### config.mk
export PLATFORM = sky130hd
export DESIGN_NAME = mem_loader_flat
export DESIGN_NICKNAME = d
export VERILOG_FILES = /design/src/rtl/loader_pkg.sv /design/src/rtl/mem_loader_if.sv /design/src/rtl/mem_loader.sv /design/src/flat_wrapper.sv
export SDC_FILE = /design/constraint.sdc
export NUM_CORES = 1
export LEC_CHECK = 0
export BUFFER_PORTS_ARGS = -buffer_cell sky130_fd_sc_hd__buf_2
export CELL_PAD_IN_SITES_DETAIL_PLACEMENT = 0
export CELL_PAD_IN_SITES_GLOBAL_PLACEMENT = 1
export CORE_MARGIN = 4
export CORE_UTILIZATION = 46
export DETAILED_ROUTE_END_ITERATION = 12
export GPL_TIMING_DRIVEN = 0
export PLACE_DENSITY_LB_ADDON = 0.3
export SKIP_LAST_GASP = 1
export SYNTH_ARGS = -nofsm -noshare
export SYNTH_HDL_FRONTEND = slang
export SYNTH_SLANG_ARGS = --single-unit
### constraint.sdc
create_clock -name clk -period 2.6 [get_ports clk]
set_input_delay 0.13 -clock clk [delete_from_list [all_inputs] [get_ports clk]]
set_output_delay 0.13 -clock clk [all_outputs]
set_load 0.03 [all_outputs]
### src/rtl/loader_pkg.sv
// Shared definitions for the byte-stream memory loader: FSM state encoding and the default frame marker.
package loader_pkg;

  typedef enum logic [3:0] {
    S_SYNC   = 4'd0,
    S_ADDR_H = 4'd1,
    S_ADDR_L = 4'd2,
    S_LEN_H  = 4'd3,
    S_LEN_L  = 4'd4,
    S_DATA_H = 4'd5,
    S_DATA_L = 4'd6,
    S_CSUM   = 4'd7,
    S_DONE   = 4'd8
  } state_t;

  localparam logic [7:0] SYNC_BYTE_DEF = 8'hA5;

endpackage

### src/rtl/mem_loader_if.sv
// Host byte link plus dsram write port of the memory loader, bundled with host (master) and loader (slave) views.
interface mem_loader_if #(
  parameter int WIDTH = 13
);

  logic             in_valid;
  logic             in_ready;
  logic [7:0]       in_data;
  logic             we;
  logic [WIDTH-1:0] mem_din_addr;
  logic [15:0]      mem_din;

  modport master (
    output in_valid, in_data,
    input  in_ready, we, mem_din_addr, mem_din
  );

  modport slave (
    input  in_valid, in_data,
    output in_ready, we, mem_din_addr, mem_din
  );

endinterface

### src/rtl/mem_loader.sv
// Frame parser that turns a host byte stream into 16-bit dsram writes.
// Optional trailing XOR checksum enabled by defining MEM_LOADER_CHECKSUM_EN.
module mem_loader
  import loader_pkg::*;
#(
  parameter int         WIDTH     = 13,
  parameter logic [7:0] SYNC_BYTE = SYNC_BYTE_DEF
) (
  input  logic         clk,
  input  logic         rst_n,
  mem_loader_if.slave  bus,
  output logic         busy,
  output logic         done,
  output logic         error
);

  localparam logic [WIDTH-1:0] ADDR_ONE = WIDTH'(1);

`ifdef MEM_LOADER_CHECKSUM_EN
  localparam state_t S_TAIL = S_CSUM;
`else
  localparam state_t S_TAIL = S_DONE;
`endif

  state_t           state;
  logic [7:0]       addr_h;
  logic [7:0]       len_h;
  logic [7:0]       hi;
  logic [WIDTH-1:0] addr;
  logic [15:0]      cnt;
  logic             xfer;

  assign xfer         = bus.in_valid & bus.in_ready;
  assign bus.in_ready = (state != S_DONE);
  assign busy         = (state != S_SYNC);
  assign done         = (state == S_DONE);

  always_ff @(posedge clk or negedge rst_n) begin
    if (!rst_n) begin
      state            <= S_SYNC;
      addr_h           <= 8'd0;
      len_h            <= 8'd0;
      hi               <= 8'd0;
      addr             <= '0;
      cnt              <= 16'd0;
      bus.we           <= 1'b0;
      bus.mem_din_addr <= '0;
      bus.mem_din      <= 16'd0;
    end else begin
      bus.we <= 1'b0;
      case (state)
        S_SYNC: begin
          if (xfer && (bus.in_data == SYNC_BYTE)) state <= S_ADDR_H;
        end
        S_ADDR_H: begin
          if (xfer) begin
            addr_h <= bus.in_data;
            state  <= S_ADDR_L;
          end
        end
        S_ADDR_L: begin
          // header address bits above WIDTH are dropped here
          if (xfer) begin
            addr  <= WIDTH'({addr_h, bus.in_data});
            state <= S_LEN_H;
          end
        end
        S_LEN_H: begin
          if (xfer) begin
            len_h <= bus.in_data;
            state <= S_LEN_L;
          end
        end
        S_LEN_L: begin
          if (xfer) begin
            cnt   <= {len_h, bus.in_data};
            state <= ({len_h, bus.in_data} == 16'd0) ? S_TAIL : S_DATA_H;
          end
        end
        S_DATA_H: begin
          if (xfer) begin
            hi    <= bus.in_data;
            state <= S_DATA_L;
          end
        end
        S_DATA_L: begin
          // write issues the cycle after the low byte; cnt==1 marks the final word
          if (xfer) begin
            bus.we           <= 1'b1;
            bus.mem_din_addr <= addr;
            bus.mem_din      <= {hi, bus.in_data};
            addr             <= addr + ADDR_ONE;
            cnt              <= cnt - 16'd1;
            state            <= (cnt == 16'd1) ? S_TAIL : S_DATA_H;
          end
        end
`ifdef MEM_LOADER_CHECKSUM_EN
        S_CSUM: begin
          if (xfer) state <= S_DONE;
        end
`endif
        S_DONE:  state <= S_SYNC;
        default: state <= S_SYNC;
      endcase
    end
  end

`ifdef MEM_LOADER_CHECKSUM_EN
  logic [7:0] csum;

  // running XOR covers ADDR_H through the last DATA_L; the verdict lands with S_DONE
  always_ff @(posedge clk or negedge rst_n) begin
    if (!rst_n) begin
      csum  <= 8'd0;
      error <= 1'b0;
    end else if (xfer) begin
      case (state)
        S_SYNC: begin
          if (bus.in_data == SYNC_BYTE) begin
            csum  <= 8'd0;
            error <= 1'b0;
          end
        end
        S_ADDR_H, S_ADDR_L, S_LEN_H, S_LEN_L, S_DATA_H, S_DATA_L: begin
          csum <= csum ^ bus.in_data;
        end
        S_CSUM:  error <= (csum != bus.in_data);
        default: ;
      endcase
    end
  end
`else
  assign error = 1'b0;
`endif

endmodule

### src/flat_wrapper.sv
// flat-port wrapper written by rule: the top's interface ports become plain ports
module mem_loader_flat import loader_pkg::*;
#(
  parameter int         WIDTH     = 13,
  parameter logic [7:0] SYNC_BYTE = SYNC_BYTE_DEF
)
  (clk, rst_n, busy, done, error, bus_in_valid, bus_in_data, bus_in_ready, bus_we, bus_mem_din_addr, bus_mem_din);
  mem_loader_if #(.WIDTH(WIDTH)) bus_i ();
  input  logic clk;
  input  logic rst_n;
  output logic busy;
  output logic done;
  output logic error;
  input wire logic [$bits(bus_i.in_valid)-1:0] bus_in_valid;
  input wire logic [$bits(bus_i.in_data)-1:0] bus_in_data;
  output wire logic [$bits(bus_i.in_ready)-1:0] bus_in_ready;
  output wire logic [$bits(bus_i.we)-1:0] bus_we;
  output wire logic [$bits(bus_i.mem_din_addr)-1:0] bus_mem_din_addr;
  output wire logic [$bits(bus_i.mem_din)-1:0] bus_mem_din;
  assign bus_i.in_valid = bus_in_valid;
  assign bus_i.in_data = bus_in_data;
  assign bus_in_ready = bus_i.in_ready;
  assign bus_we = bus_i.we;
  assign bus_mem_din_addr = bus_i.mem_din_addr;
  assign bus_mem_din = bus_i.mem_din;
  mem_loader #(.WIDTH(WIDTH), .SYNC_BYTE(SYNC_BYTE)) u_core (.clk(clk), .rst_n(rst_n), .bus(bus_i), .busy(busy), .done(done), .error(error));
endmodule
# --- Yosys cells after proc, flatten, opt, wreduce, memory -nomap -nowiden ---
# Cells that the tools add are included.
word_totals:
  register_bits: 84
  inputBits: 11
  output_inout_bits: 34
  wordCells: 60
classes:
  add_sub_neg: 2
  n_eq_ne: 17
  mux: 18
  bitwise_logic: 1
  n_reduce_logical: 13
ops:
  columns: ["op", "n"]
  rows:
  - ["2-to-1 mux 4 bit", 9]
  - ["2-to-1 mux 16 bit", 2]
  - ["case mux 16 bit (2 select lines)", 1]
  - ["case mux 4 bit (7 select lines)", 1]
  - ["2-to-1 mux 13 bit", 2]
  - ["case mux 13 bit (2 select lines)", 1]
  - ["== test 16 x 1 -> 1 bit (second input constant)", 1]
  - ["zero test 16 bit", 1]
  - ["subtractor 16 x 1 -> 16 bit (second input constant)", 1]
  - ["!= test 2 x 1 -> 1 bit (second input constant)", 7]
  - ["adder 13 x 1 -> 13 bit (second input constant)", 1]
  - ["== test 4 x 3 -> 1 bit (second input constant)", 3]
  - ["== test 4 x 2 -> 1 bit (second input constant)", 2]
  - ["== test 8 bit (second input constant)", 1]
  - ["AND reduction 2 bit", 4]
  - ["AND reduction 7 bit", 1]
  - ["AND reduction 3 bit", 2]
  - ["== test 4 x 1 -> 1 bit (second input constant)", 1]
  - ["== test 4 bit (second input constant)", 1]
  - ["zero test 4 bit", 1]
  - ["!= test 4 bit (second input constant)", 1]
  - ["nonzero test 2 bit", 2]
  - ["nonzero test 4 bit", 1]
  - ["2-to-1 mux 1 bit", 2]
  - ["2 further kinds", 2]

# --- Depth between registers and ports, before layout ---
logic_depth:
  ltp_word: 5
  ltp_mapped: 8
  depth_no_buf: 7

# --- Worst setup path after synthesis ---
# OpenSTA, ideal clock, no wires.
synth_path:
  kind: "reg-to-reg"
  start: "reg u_core.cnt[10]"
  end: "reg u_core.state[0]"
  setup_ps: 121
  arrival_time_ps: 1761
  required_ps: 2479
  path_slack_ps: 718
  stages_incl_launch_ff: 6
  n_path_buf: 0
  period_less_slack_ps: 1882
  cell_sequence: "dfrtp_1 > or4_4 > nor4_4 > nand4_2 > a221o_1 > a22o_1"
synth_via:
  elab_chain_cells: 4
synth_lines:
  columns: ["element", "line_no", "text"]
  rows:
  - ["start: declaration", "mem_loader.sv:30", "logic [15:0] cnt;"]
  - ["start signal: assignment", "mem_loader.sv:76", "cnt <= {len_h, bus.in_data};"]
  - ["start signal: assignment", "mem_loader.sv:93", "cnt <= cnt - 16'd1;"]
  - ["== test 16 x 1 -> 1 bit", "mem_loader.sv:94", "state <= (cnt == 16'd1) ? S_TAIL : S_DATA_H;"]
  - ["2-to-1 mux 4 bit", "mem_loader.sv:94", null]
  - ["2-to-1 mux 4 bit", "mem_loader.sv:88", "if (xfer) begin"]
  - ["case mux 4 bit (7 select lines)", "mem_loader.sv:51", "case (state)"]
  - ["end signal: assignment", "mem_loader.sv:77", "state <= ({len_h, bus.in_data} == 16'd0) ? S_TAIL : S_DATA_H;"]
  - ["end signal: assignment", "mem_loader.sv:94", null]
  - ["end: declaration", "mem_loader.sv:25", "state_t state;"]
# No other way between the ends. The select of a mux whose other input is x is not followed.
# A chain may end at the register's enable or synchronous reset.

# --- Worst setup path after layout ---
layout_path:
  start: "reg u_core.state[0]"
  end: "reg u_core.cnt[14]"
layout_via:
  elab_chain_cells: 4
  word_cells_on_any_way: 9
  classes_between: "eq/ne (5); mux (1); bitwise (1); reduce/logical (2)"
layout_lines:
  columns: ["element", "line_no", "text"]
  rows:
  - ["!= test 4 bit", "mem_loader.sv:34", "assign bus.in_ready = (state != S_DONE);"]
  - ["bitwise AND 1 bit", "mem_loader.sv:33", "assign xfer = bus.in_valid & bus.in_ready;"]
  - ["!= test 2 x 1 -> 1 bit (no line)", null, null]
  - ["AND reduction 3 bit (no line)", null, null]
# Several ways; a longest one is shown, not always the timed one.

==> out/metrics.csv <==
stage,metric,value,unit
layout,layout.nets,445,
floorplanning,die_width,102,um
synth,synthArstFlopShare,100,%
global_routing,first_global_vias,3148,
synth,synth-edff-count,0,
critical_path,r2r_slack,0.33,ns
floorplanning,die_area,10300,sq um
clock_network,clk_latency,0.36,ns
sta,grt_setup_unrepaired,false,
critical_path,crit_slowest_cell,clkbuf_1,
layout,mostFrequentLayoutCell,dfrtp_1,
synth,postSynthCellCount,375,
sta,fin_worst_skew,0.0125,ns
sta,min_period,2.27,ns
critical_path,endpoint_kind,flop,
global_routing,grt_max_degree,60,
hold_path,hp-class,input port to flop,
critical_path,cp_slowest_stage_delay,0.50,ns
floorplanning,rows,33,
routing,via_per_inst,5.99,
synth,synth-seq-cells,84,
routing,vias,3239,
power_and_ir_drop,leakage,0.00200,uW
sta,timing.setup.tns,0,ns
synth,synth_top_cell_area_share,52.0,%
placement,io_buffer_count,43,
clock_network,path_clk_slew,0.09,ns
synth,yosysTopAreaCell,dfrtp_1,
critical_path,crit_chain,"clkbuf_1, nand4bb_1, clkbuf_1, clkbuf_1, nand2_1, o211ai_1, o311ai_0",
layout,fill_cells,732,
global_routing,gr-total-overflow,0,
synth,syn_area,4040,sq um
layout,drive_gt1_share,28.4,%
clock_network,post_cts_buffers,0,
routing,wire_per_inst,19.1,um
layout,n_antenna_cell,0,
routing,drt_iter0_markers,203,
floorplanning,core-area,8380,sq um
global_routing,grt_pass1_wl,17100,um
clock_network,clock_tree.buffer_depth,2,
global_routing,grtUsageTotal,21.6,%
critical_path,start_kind,flop,
sta,layout_worst_path_cycle_share,87.4,%
routing,drc,0,
routing,ant_nets,0,
sta,slew_violations,0,
synth,yosys_warnings,0,
clock_network,cts.sinks,84,
placement,hpwl,7040,um
sta,max-slew-margin-rel,45.3,%
routing,drtPass1Iterations,5,
sta,worst_slew_pin_slew,0.818,ns
synth,synth_area_leaders,"dfrtp_1 (52%), mux2_2 (14%), o21ai_0 (3.2%), nand2_1 (3.2%), a21oi_1 (3.0%)",
placement,pre_cts_ws,0.409,ns
power_and_ir_drop,power.density,1250,nW/um^2
sta,hold_violations,0,
synth,synth.avg_cell_area,10.8,sq um
clock_network,h-tree-depth,3,
synth,yosysUniqueCellTypes,51,
synth,synth_nets,389,
run_status,status,"finished, final reports clean",
synth,ys_seq_area_share,52.0,%
floorplanning,start_util,48.2,%
placement,gp_congestion,0.848,
power_and_ir_drop,vdd_ir_drop_max,0.729,mV
critical_path,crit_arrival,2.49,ns
layout,areaGrowthSynthToFinish,15.1,%
critical_path,crit_fanout,10,
routing,wl,10300,um
clock_network,cts_buffers,9,
synth,synth_ff_type,dfrtp_1,
critical_path,crit_top_cell,clkbuf_1,
flow_run,maxCapViolations,0,
global_routing,grt_antenna_before_repair,0,
floorplanning,ios,45,
clock_network,cts_root_buf,clkbuf_8,
critical_path,crit_type,flop to flop,
critical_path,cp_data_required_time,2.82,ns
sta,worst_slack,0.328,ns
sta,max_freq,0.440,GHz
layout,final_cell_mix,"dfrtp_1 (84), mux2_2 (50), buf_2 (46)",
clock_network,cts_tree,yes,
floorplanning,die_h,102,um
clock_network,cts-resized-gates,0,
sta,setup_viol,0,
-- layout make-up --
type,instances,area (sq um),share of cell area (%)
timing repair buffer,45,255,5.49
tap,105,131,2.83
clock buffer,10,128,2.75
sequential,84,2100,45.2
buffer,21,87.6,1.88
multi-input combinational,263,1820,39.2
inverter,7,26.3,0.565
clock inverter,6,95.1,2.05
-- through the flow --
| stage | util, % | power [uW] | hold slack (ns) | cell area (sq um) | instances |
|---|---|---|---|---|---|
| 2_1_floorplan | - | 4060 | -0.166 | 4040 | 375 |
| 3_3_place_gp | 52.3 | 4710 | 0.454 | 4390 | 523 |
| 3_5_place_dp | 52.7 | 4780 | 0.0680 | 4420 | 524 |
| 4_1_cts | 55.5 | 5850 | 0.111 | 4650 | 541 |
| 5_1_grt | 55.5 | 6220 | 0.126 | 4650 | 541 |
| 6_report | 55.5 | 5830 | 0.127 | 4650 | 541 |
-- routing by layer --
layer	GRT usage [%]	vias up	routed length (um)
met1	32.5	1620	4940
met4	6.03	0	151
met2	32.0	103	4700
met3	3.72	15	550
li1	-	1501	-
met5	0	-	0
-- power breakdown --
group | total [uW] | leakage (uW) | switching (uW) | internal [uW]
Clock | 1050 | 0.000105 | 502 | 552
Sequential | 2430 | 0.00102 | 507 | 1930
Combinational | 2340 | 0.000878 | 1400 | 933
Total | 5830 | 0.00200 | 2410 | 3410
-- worst max-delay path, delay by kind of cell, from the launching register on --
kind | cells | cell delay, ns
buf+inv | 3 | 1.07
simple gates | 2 | 0.43
flops | 1 | 0.33
compound gates | 2 | 0.32
-- kinds of logic after synthesis --
| family | Yosys count | synth area share (%) |
|---|---|---|
| muxes | 52 | 14.4 |
| DFF | 84 | 52.0 |
| buffers and inverters | 28 | 2.82 |
| adders and majority gates | 4 | 1.18 |
| and+or+nand+nor | 116 | 15.5 |
| AOI/OAI and AO/OA | 90 | 13.9 |
| other | 1 | 0.0928 |
-- Yosys cell counts, drive strengths merged (3+ instances only) --
library cell   n
dfrtp         84
inv            7
o22ai          6
a22oi          8
a211oi         3
ha             3
nor2          27
or4            4
nand4          6
buf            6
o21ai         26
a22o           4
and3           4
nand2         34
nand3         12
mux2          50
clkbuf        15
a21oi         24
nor4           5
nor3          11
o211ai         5
-- state kept, by name (all words and copies together) (netlist names), 4 cells and up --
signal and flops:
u_core.cnt 16, u_core.state 4, u_core.hi 8, u_core.addr_h 5
u_core.addr 13, u_core.bus.mem_din 16, u_core.bus.mem_din_addr 13, u_core.len_h 8
-- repair_timing --
action | in CTS | in global routing
hold endpoints to repair | 25 | 0
hold buffers | 1 | 0
setup endpoints to repair | 0 | 0
-- final timing paths --
kind,from,end,cells past startpoint
worst max-delay path,u_core.state[0],u_core.cnt[14],7
worst min-delay path,bus_in_data[6],u_core.hi[6],2
min in group asynchronous,rst_n,u_core.bus.mem_din_addr[10],2
worst max register to register,u_core.state[0],u_core.cnt[14],7
worst min register to register,u_core.bus.mem_din_addr[7],u_core.bus.mem_din_addr[7],1
max in group asynchronous,rst_n,u_core.state[3],3
Note: power is estimated with default switching activity, not from simulation.
